## src/rtl/tx_gearbox_pkg.sv

```systemverilog
// Shared widths, FSM state and shift-register load selector for the 40->10 transmit gearbox.
package tx_gearbox_pkg;

    localparam int SLICE_W         = 10;
    localparam int WORD_W          = 40;
    localparam int SLICES_PER_WORD = 4;

    typedef enum logic {
        TRAIN = 1'b0,
        RUN   = 1'b1
    } state_e;

    typedef enum logic [1:0] {
        LOAD_IDLE  = 2'd0,
        LOAD_TRAIN = 2'd1,
        LOAD_BUF   = 2'd2
    } load_sel_e;

endpackage

```

## src/rtl/tx_gearbox_lane.sv

```systemverilog
// One channel: picks the 40-bit word to load at a frame boundary, then emits it
// as four registered 10-bit slices, low slice first.
module tx_gearbox_lane
    import tx_gearbox_pkg::*;
#(
    parameter logic [SLICE_W-1:0] TRAIN_PAT = 10'h3E0,
    parameter logic [WORD_W-1:0]  IDLE_WORD = 40'h0
) (
    input  logic               clk,
    input  logic               rst_n,
    input  logic               load,
    input  load_sel_e          load_sel,
    input  logic [WORD_W-1:0]  buf_word,
    output logic [SLICE_W-1:0] slice
);

    logic [WORD_W-1:0]         load_word;
    logic [WORD_W-SLICE_W-1:0] sh_q, sh_d;
    logic [SLICE_W-1:0]        slice_q, slice_d;

    always_comb begin
        load_word = IDLE_WORD;
        case (load_sel)
            LOAD_TRAIN: load_word = {SLICES_PER_WORD{TRAIN_PAT}};
            LOAD_BUF:   load_word = buf_word;
            default:    load_word = IDLE_WORD;
        endcase

        // slice 0 goes straight to the output; the upper three wait in sh_q
        sh_d    = {{SLICE_W{1'b0}}, sh_q[WORD_W-SLICE_W-1:SLICE_W]};
        slice_d = sh_q[SLICE_W-1:0];
        if (load) begin
            slice_d = load_word[SLICE_W-1:0];
            sh_d    = load_word[WORD_W-1:SLICE_W];
        end
    end

    always_ff @(posedge clk) begin
        if (!rst_n) begin
            sh_q    <= '0;
            slice_q <= '0;
        end else begin
            sh_q    <= sh_d;
            slice_q <= slice_d;
        end
    end

    assign slice = slice_q;

endmodule

```

## src/rtl/tx_gearbox_40_10.sv

```systemverilog
// Transmit gearbox: one 40-bit word per channel per 4-cycle frame in, four 10-bit
// slices out, with a training phase after reset or on request.
module tx_gearbox_40_10
    import tx_gearbox_pkg::*;
#(
    parameter int                 NCH        = 30,
    parameter logic [SLICE_W-1:0] TRAIN_PAT  = 10'h3E0,
    parameter int                 TRAIN_WRDS = 256,
    parameter logic [WORD_W-1:0]  IDLE_WORD  = 40'h0
) (
    input  logic                     I_clk,
    input  logic                     I_rst_n,
    input  logic [NCH*WORD_W-1:0]    I_data,
    input  logic                     I_valid,
    output logic                     O_ready,
    input  logic                     I_train_req,
    output logic [NCH*SLICE_W-1:0]   O_tx_data,
    output logic                     O_frame,
    output logic                     O_training,
    output logic                     O_train_done,
    output state_e                   O_dbg_state
);

    localparam int              CNT_W    = (TRAIN_WRDS > 1) ? $clog2(TRAIN_WRDS) : 1;
    localparam logic [CNT_W-1:0] CNT_LAST = CNT_W'(TRAIN_WRDS - 1);

    // Handshake: a word transfers on every rising I_clk where I_valid && O_ready;
    // I_data must be stable while I_valid is high and O_ready is low.

    logic [1:0]            phase_q, phase_d;
    state_e                state_q, state_d;
    logic [CNT_W-1:0]      cnt_q, cnt_d;
    logic                  buf_full_q, buf_full_d;
    logic [NCH*WORD_W-1:0] buf_q, buf_d;
    logic                  req_prev_q, req_prev_d;
    logic                  pend_q, pend_d;
    logic                  just_trained_q, just_trained_d;
    logic                  frame_q, frame_d;
    logic                  training_q, training_d;
    logic                  done_q, done_d;

    logic                  boundary;
    logic                  train_frame;
    logic                  drain;
    logic                  accept;
    logic [CNT_W-1:0]      train_idx;
    load_sel_e             load_sel;

    assign boundary    = (phase_q == 2'd3);
    // a pending request claims the boundary, so the buffered word waits out training
    assign train_frame = boundary & ((state_q == TRAIN) | pend_q);
    assign drain       = boundary & buf_full_q & (state_q == RUN) & ~pend_q;
    assign O_ready     = (state_q == RUN) & (~buf_full_q | drain);
    assign accept      = I_valid & O_ready;
    assign load_sel    = train_frame ? LOAD_TRAIN : (buf_full_q ? LOAD_BUF : LOAD_IDLE);

    always_comb begin
        phase_d        = phase_q + 2'd1;
        state_d        = state_q;
        cnt_d          = cnt_q;
        buf_d          = buf_q;
        buf_full_d     = buf_full_q;
        req_prev_d     = I_train_req;
        pend_d         = pend_q;
        just_trained_d = just_trained_q;
        frame_d        = boundary;
        training_d     = training_q;
        done_d         = 1'b0;
        train_idx      = (state_q == TRAIN) ? cnt_q : '0;

        if ((state_q == RUN) && I_train_req && !req_prev_q)
            pend_d = 1'b1;

        if (drain)
            buf_full_d = 1'b0;
        if (accept) begin
            buf_d      = I_data;
            buf_full_d = 1'b1;
        end

        if (boundary) begin
            training_d     = train_frame;
            done_d         = just_trained_q & ~train_frame;
            just_trained_d = 1'b0;
            if (train_frame) begin
                pend_d = 1'b0;
                // train_idx counts training frames already loaded in this run
                if (train_idx == CNT_LAST) begin
                    state_d        = RUN;
                    cnt_d          = '0;
                    just_trained_d = 1'b1;
                end else begin
                    state_d = TRAIN;
                    cnt_d   = train_idx + 1'b1;
                end
            end
        end
    end

    always_ff @(posedge I_clk) begin
        if (!I_rst_n) begin
            phase_q        <= '0;
            state_q        <= TRAIN;
            cnt_q          <= '0;
            buf_full_q     <= 1'b0;
            req_prev_q     <= 1'b0;
            pend_q         <= 1'b0;
            just_trained_q <= 1'b0;
            frame_q        <= 1'b0;
            training_q     <= 1'b0;
            done_q         <= 1'b0;
        end else begin
            phase_q        <= phase_d;
            state_q        <= state_d;
            cnt_q          <= cnt_d;
            buf_full_q     <= buf_full_d;
            req_prev_q     <= req_prev_d;
            pend_q         <= pend_d;
            just_trained_q <= just_trained_d;
            frame_q        <= frame_d;
            training_q     <= training_d;
            done_q         <= done_d;
        end
    end

    // buffer contents are qualified by buf_full_q, so they need no reset
    always_ff @(posedge I_clk) begin
        buf_q <= buf_d;
    end

    for (genvar k = 0; k < NCH; k++) begin : g_lane
        tx_gearbox_lane #(
            .TRAIN_PAT (TRAIN_PAT),
            .IDLE_WORD (IDLE_WORD)
        ) u_lane (
            .clk      (I_clk),
            .rst_n    (I_rst_n),
            .load     (boundary),
            .load_sel (load_sel),
            .buf_word (buf_q[k*WORD_W +: WORD_W]),
            .slice    (O_tx_data[k*SLICE_W +: SLICE_W])
        );
    end

    assign O_frame      = frame_q;
    assign O_training   = training_q;
    assign O_train_done = done_q;
    assign O_dbg_state  = state_q;

endmodule

```

## config.mk

```make
export PLATFORM = sky130hd
export DESIGN_NAME = tx_gearbox_40_10
export DESIGN_NICKNAME = d
export VERILOG_FILES = /design/src/rtl/tx_gearbox_pkg.sv /design/src/rtl/tx_gearbox_lane.sv /design/src/rtl/tx_gearbox_40_10.sv
export SDC_FILE = /design/constraint.sdc
export NUM_CORES = 2
export LEC_CHECK = 0
export BUFFER_PORTS_ARGS = -buffer_cell sky130_fd_sc_hd__buf_2
export CORE_AREA = 2 2 592 594
export CTS_BUF_LIST = sky130_fd_sc_hd__clkbuf_4
export CTS_CLUSTER_DIAMETER = 120
export DETAILED_ROUTE_END_ITERATION = 8
export DIE_AREA = 0 0 594 596
export GPL_ROUTABILITY_DRIVEN = 0
export PLACE_DENSITY = 0.5
export SYNTH_ARGS = -nofsm -noshare
export SYNTH_HDL_FRONTEND = slang
export SYNTH_SLANG_ARGS = --single-unit
```

## constraint.sdc

```tcl
create_clock -name I_clk -period 52.8 [get_ports I_clk]
set_input_delay 2.64 -clock I_clk [delete_from_list [all_inputs] [get_ports I_clk]]
set_output_delay 2.64 -clock I_clk [all_outputs]
set_load 0.02 [all_outputs]
```

==> results.md <==
Run status:
- The run finished with clean final reports.

Timing:
- Headroom to the max-slew limit came out at 18.8%.
- Dividing the final minimum period by the clock period gives 11.3%.
- The tightest hold path in the finished design has a slack of 0.362 ns.
- Setup repair after global routing left no endpoint under its margin.
- The post-route minimum period is 5.95 ns.
- The final number of setup-violating endpoints is 0.
- After routing, the total negative slack on setup checks comes to 0 ns.
- The count of final max-slew check failures is 0.
- The smallest setup slack after layout is 46.85 ns.
- The transition time at the pin with the least slew margin is 1.22 ns.
- The worst clock skew on the final layout is 0.131 ns.
- Timing would allow up to 168 MHz.
- The total count of hold-check failures in the final report is 0.

CTS:
- In this run the number of H-tree levels came out at 6.
- In this run the clock root is driven by a clkbuf_4.
- The tree built by TritonCTS fans out to 2418 sinks.
- The clock passes through at most 4 buffers.
- The later pin in the worst-skew pair is clocked with a latency of 1.45 ns.
- The number of buffers added for setup after CTS is 0.
- The clock slew seen by the registers of the worst setup and hold paths is 0.07 ns.
- The CTS buffer count is 642.
- The number of hold buffers added after CTS was 0.
- The CTS tree is built.
- The number of resized instances in the post-cts repair step is 0.

Logic synthesis:
- Counting every net in the synthesized netlist gives 6219.
- The count of unique library cells instantiated by Yosys is 39.
- The post-synthesis register bit count is 2418.
- After synthesis, the cell types taking the most area are edfxtp_1 (48%), dfxtp_1 (32%), a21oi_1 (5.9%).
- The share of the synthesized area in the top cell type is 47.6%.
- The mean cell area of the mapped netlist is 15.1 um2.
- The cell area after synthesis is 75700 um2.
- Sequential cells were found to cover 79.8% of the synthesized design area.
- The number of standard cells after synthesis is 5012.
- For this run, the number of Yosys warnings is 0.
- Summed over all instances, the cell type with the most area after synthesis is edfxtp_1.

Route:
- The detailed-route DRC error count is 0.
- The routed layout has 50800 vias.
- Dividing the detail-routed wire length by the instance count gives 23.0 um.
- The detailed router's first-iteration violation count is 3964.
- The wire length after detailed routing is 278000 um.
- The post-detailed-route via-to-cell ratio is 4.21.
- The antenna violation net count after detailed routing is 0.
- The first detailed-routing pass ran for 6 iterations.

Global routing:
- Across every metal layer, demand over resource in global routing totals 14.9%.
- The global-route wire length before repair is 381000 um.
- The remaining global-route overflow is 0.
- The via count of the first global-routing pass is 51100.
- The number of antenna violations at the first check in global routing was 221.
- The largest net degree at the start of global routing is 246.

Hold path:
- In this run the worst hold path is classified as register to register.
- Counting instances, the worst hold path has a depth of 1.
- The worst hold path begins at g_lane[27].u_lane.sh_q[24].

Critical path:
- The highest fanout seen on the critical path is 117.
- On the worst path, the slowest cell contributes a delay of 0.86 ns.
- Tracing the worst setup path back leads to its startpoint at I_valid.
- In this run the critical register-to-register path is launched from O_dbg_state.
- The cell that appears most often on the critical path is buf_4.
- Counting cells, the worst reg-to-reg path comes to 7.
- Among all stages on the critical path, the largest delay is contributed by buf_4.
- The kind of launch point of the worst setup path is an input pin.
- The critical path goes through buf_2 -> and2_4 -> buf_12 -> buf_4 -> buf_4 -> buf_4 -> buf_4.
- The data required time of the critical path is 53.80 ns.
- Data on the critical path arrives at its endpoint at 6.96 ns.
- The critical setup path kind is input pin to register.
- The worst setup path is captured at a register.

Power:
- VDD sags by at most 0.0194 mV.
- The final total power is 3.85 mW.
- The total power divided by cell area is 39.9 nW/um2.
- The static leakage is 38.5 nW.

Cells and area:
- The signed area change from the synthesized netlist to the final layout is 27.5%.
- Cells fill 27.8% of the core in the end.
- The number of cells in the finished layout apart from fillers is 12100.
- The layout net count is 8012.
- The filler cell count in the final layout is 36000.
- After routing the design area is 96500 um2.
- Cells with a size suffix above 1 make up 36.3% of the layout.

Placement:
- The total placed cells including tap cells is 10800.
- The post-placement setup slack is 45.29 ns.
- The wire-length estimate of the detail-placed layout is 193000 um.
- The count of port buffers added during placement is 1508.
- In this run the cell area measured after placement is 87600 um2.

Floorplanning:
- The initial utilization of the core area, before any placement, comes to 21.8%.
- The I/O pin count is 1509.
- The height of the chip is 596 um.
- The number of rows created at floorplan is 217.
- The core footprint is 348000 um2.
- The chip width is 594 um.
- The die area is 354000 um2.

Run:
- Max-cap violations in this run came to 0.
==> registers in the layout (all words and copies together), names as in the netlist <==
name / count
pend_q: 1
g_lane.u_lane.sh_q: 900
O_training: 1
O_dbg_state: 1
buf_full_q: 1
O_train_done: 1
g_lane.u_lane.slice: 300
cnt_q: 8
phase_q: 2
req_prev_q: 1
O_frame: 1
just_trained_q: 1
buf_q: 1200
==> final timing paths <==
check,to,slack (ns)
min reg2reg,g_lane[27].u_lane.sh_q[14],0.36
max,buf_q[1124],46.85
max reg2reg,buf_q[1124],47.06
min,g_lane[27].u_lane.sh_q[14],0.36
==> cells by family (layout without fill, tap and decap cells) <==
| family | Yosys count | count (layout) | share of synthesized area [%] |
|---|---|---|---|
| buffers and inverters | 426 | 2755 | 2.75 |
| AO/OA/AOI/OAI | 1955 | 1955 | 15.8 |
| flip-flops | 2418 | 2418 | 79.8 |
| other | 0 | 111 | 0 |
| adder cells (fa/ha/maj) | 3 | 3 | 0.0496 |
| XOR/XNOR | 1 | 1 | 0.0116 |
| AND/OR/NAND/NOR | 208 | 208 | 1.66 |
| multiplexers | 1 | 1 | 0.0132 |
==> synthesized netlist by cell type <==
cell / n
a21boi_0: 6
a21o_1: 152
a21oi_1: 887
a221o_1: 7
a22o_1: 451
a22oi_1: 1
a31oi_1: 1
a32o_1: 1
and2_1: 6
and3_1: 153
buf_1: 11
buf_2: 91
buf_4: 10
buf_6: 44
clkbuf_1: 265
dfxtp_1: 1218
edfxtp_1: 1200
ha_1: 3
inv_1: 4
inv_2: 1
mux2i_1: 1
nand2_1: 14
nand2b_1: 3
nand2b_4: 1
nand3_1: 7
nand3b_1: 2
nand4_1: 2
nor2_1: 5
nor2_2: 1
nor2b_1: 7
nor2b_4: 1
nor3_1: 3
nor4_1: 1
o21ai_0: 445
o221ai_1: 1
o2bb2ai_1: 2
o31ai_1: 1
or3_1: 2
xnor2_1: 1
==> placed cells by master (no fill, tap or decap), drive strengths merged, types with 2 or more instances in the layout <==
| master | instances |
|---|---|
| a21boi | 6 |
| a21o | 152 |
| a21oi | 887 |
| a221o | 7 |
| a22o | 451 |
| and2 | 6 |
| and3 | 153 |
| buf | 1570 |
| bufinv | 9 |
| clkbuf | 1013 |
| clkinv | 125 |
| clkinvlp | 9 |
| dfxtp | 1218 |
| diode | 111 |
| edfxtp | 1200 |
| ha | 3 |
| inv | 29 |
| nand2 | 14 |
| nand2b | 4 |
| nand3 | 7 |
| nand3b | 2 |
| nand4 | 2 |
| nor2 | 6 |
| nor2b | 8 |
| nor3 | 3 |
| o21ai | 445 |
| o2bb2ai | 2 |
| or3 | 2 |
==> report_power, final <==
part,switching [mW],internal (mW),total (mW)
Sequential,0.00690,1.98,1.99
Combinational,0.0823,0.0492,0.131
Clock,0.812,0.921,1.73
Total,0.901,2.95,3.85
==> cell type report <==
type	instances	area, um2	share of cell area, %
repair buffers	1570	8100	8.39
multi-input cells	2168	13300	13.8
clock buffers	1013	7600	7.88
flip-flops and latches	2418	60400	62.6
clock inverters	167	1090	1.12
well taps	4599	5750	5.96
diodes	111	278	0.288
inverters	5	18.8	0.0194
==> per-layer routing <==
layer | part of all wire [%] | track usage (%)
met1 | 41 | 18.4
met2 | 46 | 23.8
met3 | 9.4 | 5.76
met4 | 2.7 | 4.88
met5 | 0.30 | 0
==> critical path, delay by kind of cell <==
kind,cells,cell delay (ns)
buf+inv,6,3.58
simple gates,1,0.50
Power figures use the tool's default switching activity.
